**config.mk**
```make
export PLATFORM = sky130hd
export DESIGN_NAME = fib_regfile_seq_flat
export DESIGN_NICKNAME = d
export VERILOG_FILES = /design/src/rtl/fib_regfile_seq_if.sv /design/src/rtl/fib_regfile_seq.sv /design/src/flat_wrapper.sv
export SDC_FILE = /design/constraint.sdc
export NUM_CORES = 1
export LEC_CHECK = 0
export CAP_MARGIN = 40
export CORE_MARGIN = 1.5
export CORE_UTILIZATION = 45
export DETAILED_ROUTE_END_ITERATION = 16
export GPL_ROUTABILITY_DRIVEN = 0
export PLACE_DENSITY = 0.79
export SLEW_MARGIN = 0
export SYNTH_ARGS = -nofsm -noshare
export SYNTH_HDL_FRONTEND = slang
export SYNTH_SLANG_ARGS = --single-unit
```
**constraint.sdc**
```tcl
create_clock -name clk -period 1.9 [get_ports clk]
set_clock_uncertainty 0.15 [all_clocks]
set_input_delay 0.38 -clock clk [delete_from_list [all_inputs] [get_ports clk]]
set_output_delay 0.38 -clock clk [all_outputs]
set_load 0.01 [all_outputs]
```
**src/rtl/fib_regfile_seq_if.sv**
```systemverilog
// Control bus between the Fibonacci sequencer and its regfile/ALU datapath.
// The sequencer uses the slave modport; the environment driving start/step_en uses master.
interface fib_regfile_seq_if #(
  parameter int ADDR_W = 4
);
  logic              start;
  logic              step_en;
  logic              alu_carry;
  logic [ADDR_W-1:0] ra;
  logic [ADDR_W-1:0] rb;
  logic [ADDR_W-1:0] wa;
  logic              we;
  logic              wsrc;
  logic              imm;
  logic              busy;
  logic              done;
  logic              ovf;
  logic [ADDR_W-1:0] disp_sel;

  modport master (
    output start, step_en, alu_carry,
    input  ra, rb, wa, we, wsrc, imm, busy, done, ovf, disp_sel
  );

  modport slave (
    input  start, step_en, alu_carry,
    output ra, rb, wa, we, wsrc, imm, busy, done, ovf, disp_sel
  );
endinterface

```
**src/rtl/fib_regfile_seq.sv**
```systemverilog
// Fibonacci regfile sequencer: seeds r0=0, r1=1, then writes r[i]=r[i-2]+r[i-1]
// up to LAST_REG, stopping early on ALU carry-out.
module fib_regfile_seq #(
  parameter int ADDR_W   = 4,
  parameter int LAST_REG = 15
) (
  input  logic                clk,
  input  logic                reset,
  fib_regfile_seq_if.slave    bus
);

  typedef enum logic [2:0] {
    S_IDLE    = 3'd0,
    S_INIT0   = 3'd1,
    S_INIT1   = 3'd2,
    S_COMPUTE = 3'd3,
    S_DONE    = 3'd4
  } state_e;

  localparam logic [ADDR_W-1:0] LastIdx = ADDR_W'(LAST_REG);

  state_e            state_q, state_d;
  logic [ADDR_W-1:0] idx_q, idx_d;
  logic [ADDR_W-1:0] disp_q, disp_d;
  logic              ovf_q, ovf_d;

  logic [ADDR_W-1:0] ra_c, rb_c, wa_c;
  logic              we_c, wsrc_c, imm_c, busy_c, done_c;

  always_ff @(posedge clk) begin
    if (reset) begin
      state_q <= S_IDLE;
      idx_q   <= '0;
      disp_q  <= '0;
      ovf_q   <= 1'b0;
    end else begin
      state_q <= state_d;
      idx_q   <= idx_d;
      disp_q  <= disp_d;
      ovf_q   <= ovf_d;
    end
  end

  always_comb begin
    state_d = state_q;
    idx_d   = idx_q;
    disp_d  = disp_q;
    ovf_d   = ovf_q;
    ra_c    = '0;
    rb_c    = '0;
    wa_c    = '0;
    we_c    = 1'b0;
    wsrc_c  = 1'b0;
    imm_c   = 1'b0;
    busy_c  = 1'b0;
    done_c  = 1'b0;
    unique case (state_q)
      S_IDLE: begin
        if (bus.start) begin
          state_d = S_INIT0;
          ovf_d   = 1'b0;
        end
      end
      S_INIT0: begin
        busy_c = 1'b1;
        wsrc_c = 1'b1;
        we_c   = bus.step_en;
        if (bus.step_en) begin
          disp_d  = '0;
          state_d = S_INIT1;
        end
      end
      S_INIT1: begin
        busy_c = 1'b1;
        wa_c   = ADDR_W'(1);
        wsrc_c = 1'b1;
        imm_c  = 1'b1;
        we_c   = bus.step_en;
        if (bus.step_en) begin
          disp_d  = ADDR_W'(1);
          idx_d   = ADDR_W'(2);
          state_d = S_COMPUTE;
        end
      end
      S_COMPUTE: begin
        busy_c = 1'b1;
        ra_c   = idx_q - ADDR_W'(2);
        rb_c   = idx_q - ADDR_W'(1);
        wa_c   = idx_q;
        // A carry means the sum no longer fits; drop that write and keep the last good index.
        we_c   = bus.step_en & ~bus.alu_carry;
        if (bus.step_en) begin
          if (bus.alu_carry) begin
            ovf_d   = 1'b1;
            state_d = S_DONE;
          end else if (idx_q == LastIdx) begin
            disp_d  = idx_q;
            state_d = S_DONE;
          end else begin
            disp_d = idx_q;
            idx_d  = idx_q + ADDR_W'(1);
          end
        end
      end
      S_DONE: begin
        done_c = 1'b1;
        if (bus.start) begin
          state_d = S_INIT0;
          ovf_d   = 1'b0;
        end
      end
      default: state_d = S_IDLE;
    endcase
  end

  assign bus.ra       = ra_c;
  assign bus.rb       = rb_c;
  assign bus.wa       = wa_c;
  assign bus.we       = we_c;
  assign bus.wsrc     = wsrc_c;
  assign bus.imm      = imm_c;
  assign bus.busy     = busy_c;
  assign bus.done     = done_c;
  assign bus.ovf      = ovf_q;
  assign bus.disp_sel = disp_q;

endmodule

```
**src/flat_wrapper.sv**
```systemverilog
// flat-port wrapper written by rule: the top's interface ports become plain ports
module fib_regfile_seq_flat 
#(
  parameter int ADDR_W   = 4,
  parameter int LAST_REG = 15
)
  (clk, reset, bus_start, bus_step_en, bus_alu_carry, bus_ra, bus_rb, bus_wa, bus_we, bus_wsrc, bus_imm, bus_busy, bus_done, bus_ovf, bus_disp_sel);
  fib_regfile_seq_if #(.ADDR_W(ADDR_W)) bus_i ();
  input  logic clk;
  input  logic reset;
  input wire logic [$bits(bus_i.start)-1:0] bus_start;
  input wire logic [$bits(bus_i.step_en)-1:0] bus_step_en;
  input wire logic [$bits(bus_i.alu_carry)-1:0] bus_alu_carry;
  output wire logic [$bits(bus_i.ra)-1:0] bus_ra;
  output wire logic [$bits(bus_i.rb)-1:0] bus_rb;
  output wire logic [$bits(bus_i.wa)-1:0] bus_wa;
  output wire logic [$bits(bus_i.we)-1:0] bus_we;
  output wire logic [$bits(bus_i.wsrc)-1:0] bus_wsrc;
  output wire logic [$bits(bus_i.imm)-1:0] bus_imm;
  output wire logic [$bits(bus_i.busy)-1:0] bus_busy;
  output wire logic [$bits(bus_i.done)-1:0] bus_done;
  output wire logic [$bits(bus_i.ovf)-1:0] bus_ovf;
  output wire logic [$bits(bus_i.disp_sel)-1:0] bus_disp_sel;
  assign bus_i.start = bus_start;
  assign bus_i.step_en = bus_step_en;
  assign bus_i.alu_carry = bus_alu_carry;
  assign bus_ra = bus_i.ra;
  assign bus_rb = bus_i.rb;
  assign bus_wa = bus_i.wa;
  assign bus_we = bus_i.we;
  assign bus_wsrc = bus_i.wsrc;
  assign bus_imm = bus_i.imm;
  assign bus_busy = bus_i.busy;
  assign bus_done = bus_i.done;
  assign bus_ovf = bus_i.ovf;
  assign bus_disp_sel = bus_i.disp_sel;
  fib_regfile_seq #(.ADDR_W(ADDR_W), .LAST_REG(LAST_REG)) u_core (.clk(clk), .reset(reset), .bus(bus_i));
endmodule
```
# Word-level counts from Yosys, hierarchy flattened
# Index checks and enable logic that the tools add are counted.
[classes] n_reduce_logical=11 n_mux=29 eq_ne=13 addsub=3 n_bitwise=2
[op_table] cell="2-to-1 mux 4 bit" count=10
[op_table] cell="2-to-1 mux 3 bit" count=6
[op_table] cell="one-hot mux 4 bit (2 select lines)" count=2
[op_table] cell="AND reduction 5 bit" count=3
[op_table] cell="!= test 2 bit (second input constant)" count=6
[op_table] cell="one-hot mux 3 bit (4 select lines)" count=1
[op_table] cell="one-hot mux 4 bit (3 select lines)" count=1
[op_table] cell="2-to-1 mux 1 bit" count=7
[op_table] cell="== test 3 x 2 -> 1 bit (second input constant)" count=2
[op_table] cell="adder 4 x 1 -> 4 bit (second input constant)" count=1
[op_table] cell="== test 4 bit (second input constant)" count=1
[op_table] cell="one-hot mux 1 bit (2 select lines)" count=2
[op_table] cell="AND reduction 4 bit" count=1
[op_table] cell="nonzero test 2 bit" count=2
[op_table] cell="OR reduction 2 bit" count=2
[op_table] cell="subtractor 4 x 1 -> 4 bit (second input constant)" count=1
[op_table] cell="subtractor 4 x 2 -> 4 bit (second input constant)" count=1
[op_table] cell="== test 3 x 1 -> 1 bit (second input constant)" count=1
[op_table] cell="== test 3 bit (second input constant)" count=1
[op_table] cell="zero test 3 bit" count=1
[op_table] cell="!= test 3 x 2 -> 1 bit (second input constant)" count=1
[op_table] cell="nonzero test 3 bit" count=1
[op_table] cell="OR reduction 3 bit" count=1
[op_table] cell="!= test 2 x 1 -> 1 bit (second input constant)" count=1
[op_table] cell="other kinds (2)" count=2
[totals] output_inout_bits=22 input_bits=5 ff_bits=12 word_cells=62

# Depth between registers and ports, before layout
[depth] depth_word=5 depth_mapped=6 depth_no_buf=6

# Least setup slack after synthesis
# Ideal clock, no wire load.
[synth_path] path_kind="reg2out" start="reg u_core.idx_q[2]" end="out bus_rb[3]" path_slack_ns=0.300 stages_incl_launch_ff=7 t_arrival_ns=1.070 t_required_ns=1.370 path_buffers=0 cell_sequence="dfxtp_1 inv_1 ha_1 nand2_1 nand2_1 xor2_1 nor2_1"
[synth_between] elab_chain_len=2
[synth_rtl] element="from (decl)" line_no="fib_regfile_seq.sv:23" text="logic [ADDR_W-1:0] idx_q, idx_d;"
[synth_rtl] element="from (signal assigned)" line_no="fib_regfile_seq.sv:38" text="idx_q <= idx_d;"
[synth_rtl] element="subtractor 4 x 1 -> 4 bit" line_no="fib_regfile_seq.sv:88" text="rb_c = idx_q - ADDR_W'(1);"
[synth_rtl] element="2-to-1 mux 4 bit" line_no="fib_regfile_seq.sv:57" text="unique case (state_q)"
[synth_rtl] element="to (decl)" line_no="flat_wrapper.sv:15" text="output wire logic [$bits(bus_i.rb)-1:0] bus_rb;"
# Every way passes these cells.

# Worst setup path in the final report
[layout_path] start="reg u_core.state_q[1]" end="out bus_we"
[layout_between] elab_chain_len=3 word_cells_on_any_way=5 cone_classes="eq/ne (3); mux (1); reduce/logical (1)"
[layout_rtl] element="from (decl)" line_no="fib_regfile_seq.sv:22" text="state_e state_q, state_d;"
[layout_rtl] element="from (signal assigned)" line_no="fib_regfile_seq.sv:37" text="state_q <= state_d;"
[layout_rtl] element="== test 3 x 1 -> 1 bit / == test 3 x 2 -> 1 bit (equally long branches)" line_no="fib_regfile_seq.sv:57"
[layout_rtl] element="OR reduction 2 bit (no source line)"
[layout_rtl] element="one-hot mux 1 bit (2 select lines) *" line_no="fib_regfile_seq.sv:57"
[layout_rtl] element="to (decl)" line_no="flat_wrapper.sv:17" text="output wire logic [$bits(bus_i.we)-1:0] bus_we;"
# Mark *: on every way between the ends. The rest lies on a longest branch, timed or not.

==> flow_summary_export.csv <==
group,metric,value,unit
outcome,status,"complete, no violations",
synthesis,synthCells,103,
detailed_routing,drc_errors,0,
sta,clock.fmax,0.5407,GHz
sta,slew_violations,0,
synthesis,synth.area.mux_share,0.04827,
synthesis,synthAdderAreaFrac,0.07541,
die,die_area,0.002110,mm^2
worst_setup_path,path_cells,"buf_12 -> o21ba_4 -> nand3_2 -> inv_1 -> clkdlybuf4s15_1",
layout,finalNetCount,155,
clock_network,cts_setup_buffers,0,
clock_network,cts_buffers,3,
power,switching_share,0.2991,
clock_network,cts_num_sinks,12,
clock_network,tritoncts,"built",
run,drv_cap,0,
sta,tns,0,ns
clock_network,htree_levels,1,
worst_setup_path,end_kind,"output pin",
die,row_count,15,
worst_setup_path,cp.buffers_inverters,3,
detailed_routing,num_vias,878,
die,dieHeight,45.94,um
clock_network,cts_hold_buf,0,
synthesis,netlist_top_cells_area,"dfxtp_1, nor2_1, ha_1",
global_routing,grt_pass1_vias,832,
synthesis,async_flop_share,0,
synthesis,synth_common_cells,"nor2_1, dfxtp_1, inv_1",
synthesis,yosysTopAreaCell,"dfxtp_1",
sta,finalHoldViolations,0,
detailed_routing,drt_pass1_iterations,4,
detailed_routing,viasPerCell,5.226,
synthesis,synth-simple-area-share,0.2911,
detailed_routing,first_iter_violations,30,
worst_setup_path,crit_family,"buffers and inverters",
sta,worst_pin_slew,0.3219,ns
die,die_w,45.94,um
layout,final_util,0.7225,
clock_network,clockBufferDepth,2,
die,core-area,0.001727,mm^2
worst_setup_path,worst-setup-path-type,"reg -> out",
power,switchingPower,0.1846,mW
layout,antenna_cells,0,
placed_design,pre_cts_ws,-0.2421,ns
power,p_clk_frac,0.247,
power,peakVddDrop,359.3,uV
sta,fin_crit_sh,0.9734,
synthesis,synth-main-ff-cell,"dfxtp_1",
detailed_routing,ant_nets,0,
sta,period_minus_slack,1.849,ns
worst_setup_path,max_stage_delay,0.36,ns
sta,setup_viol,0,
layout,area_growth,50.38,%
placed_design,dpl.hpwl,1638,um
worst_setup_path,worst_setup_path_start_kind,"register",
global_routing,track_usage,0.2295,
synthesis,synth_fp_nets,113,
global_routing,overflow,0,
power,p_leak,0.5786,nW
synthesis,syn_area_per_cell,8.054,um^2
sta,rsz0062_at_grt,"true",
synthesis,synth_top_family_by_area,"simple AND/OR/NAND/NOR gates",
placed_design,dpl_cell_area,0.001221,mm^2
synthesis,ys_seq_area_frac,0.2896,
power,pwr-share-seq,0.440,
synthesis,synth.cell_area,829.5,um^2
synthesis,synthDistinctLibCells,38,
synthesis,synth_xor_area_frac,0.04223,
synthesis,synth-edff-count,0,
clock_network,root_buffer,"clkbuf_4",
worst_setup_path,crit_fanout,12,
global_routing,grt_antenna_before_repair,0,
synthesis,synth-compound-area-share,0.1554,
die,io_pins,27,
power,p_int,0.4325,mW
synthesis,yosys.area.top_type_share,0.2896,
synthesis,ys_seq_elements,12,
worst_setup_path,worstPathRequired,1.37,ns
detailed_routing,wl,2128,um
synthesis,synth_most_common_cell,"nor2_1",
clock_network,clk_pin_slew_worst_paths,0.07,ns
worst_setup_path,cp.arrival,1.32,ns
min_path,min_path_type,"reg -> reg",
layout,drive_gt1_frac,0.3077,
global_routing,grt_max_degree,13,
power,p_comb_frac,0.313,
sta,whs,0.3531,ns
worst_setup_path,worst_path_max_delay_cell,"dfxtp_4",
sta,relSlewSlack,0.7845,
placed_design,port_buffers,26,
detailed_routing,wire_per_inst,12.67,um
die,start_util,0.4804,
layout,final_cell_area,0.001247,mm^2
global_routing,grt_pass1_wl,3491,um
clock_network,clk-insertion-delay-late,0.27,ns
synthesis,yosys_warnings,0,
power,power.density,494.7,mW/mm^2
sta,finalWorstSetupSlack,0.05062,ns
-- final timing paths --
kind                                                     startpoint                                   to  slack, ns  cells after the start
worst max-delay path                 u_core.state_q[1]$_SDFFE_PP0P_                               bus_we       0.05                      5
worst min-delay path            u_core.bus.disp_sel[3]$_SDFFE_PP0P_  u_core.bus.disp_sel[3]$_SDFFE_PP0P_       0.35                      2
worst max register to register         u_core.idx_q[1]$_SDFFE_PP0P_         u_core.idx_q[0]$_SDFFE_PP0P_       0.22                      6
worst min register to register  u_core.bus.disp_sel[3]$_SDFFE_PP0P_  u_core.bus.disp_sel[3]$_SDFFE_PP0P_       0.35                      2
-- worst register-to-register path: stages, from the launching register on --
cell and delay (ns):
dfxtp_2 0.35, buf_4 0.13, ha_1 0.20, nand3_1 0.13
o211ai_1 0.33, nand2_1 0.11, a221oi_2 0.21
-- placed cells by master, fill, tap and decap left out, types with 2 or more instances in the layout --
master and count:
dfxtp_2 4, clkbuf_4 3, dfxtp_1 7, xnor2_1 3, nor2_1 20, a21oi_1 4
inv_1 5, a211oi_1 2, buf_4 18, nand3_1 4, dlygate4sd2_1 8, ha_1 3
clkbuf_2 5, a31oi_1 2, clkdlybuf4s15_1 3, o21ai_0 2, ha_4 2, clkdlybuf4s50_1 8
nor3_1 3, mux2i_1 4, a221oi_1 3, nand2_1 4
-- sequential cells by signal, summed over array words and instances (netlist names) --
signal	flops
u_core.state_q	3
u_core.bus.disp_sel	4
u_core.idx_q	4
u_core.bus.ovf	1
-- stage by stage --
stage	power [mW]	instances
2_1_floorplan	0.3825	103
3_3_place_gp	0.4713	165
3_5_place_dp	0.4750	165
4_1_cts	0.6196	168
5_1_grt	0.6516	168
6_report	0.6171	168
-- per-layer routing --
| layer | up-vias | wire (um) | GRT usage |
|---|---|---|---|
| met2 | 37 | 1062 | 0.3944 |
| met1 | 398 | 896 | 0.2619 |
| li1 | 436 | - | - |
| met3 | 7 | 102 | 0.02778 |
| met4 | 0 | 67 | 0.1486 |
| met5 | - | 0 | 0 |
-- kinds of logic (layout without fill, tap and decap cells) --
family,Yosys count,count (layout)
AOI/OAI and AO/OA,18,18
DFF,12,12
and+or+nand+nor,45,45
adders and majority gates,5,5
muxes,4,4
buffers and inverters,15,55
xor gates and xnor gates,4,4
-- cell type report --
type | instances | area (um^2)
clock buffers | 3 | 22.52
fillers | 147 | 479.2
inverters | 7 | 28.78
multi-input cells | 76 | 539.3
flip-flops and latches | 12 | 249.0
well taps | 25 | 31.28
repair buffers | 45 | 376.6
-- power by group through the flow --
stage               registers [mW]  logic, mW  clock network (mW)
finish                       0.272      0.193               0.152
global route                 0.274      0.210               0.168
CTS                          0.272      0.190               0.158
detailed placement           0.275      0.200                   0
global placement             0.275      0.197                   0
floorplan                    0.273      0.110                   0
-- timing repair --
action                                  in CTS  in global routing
endpoints found under the setup margin      17                 10
gates resized for setup                     34                 16
pin swaps                                    1                  4
(Power assumes the default switching activity.)
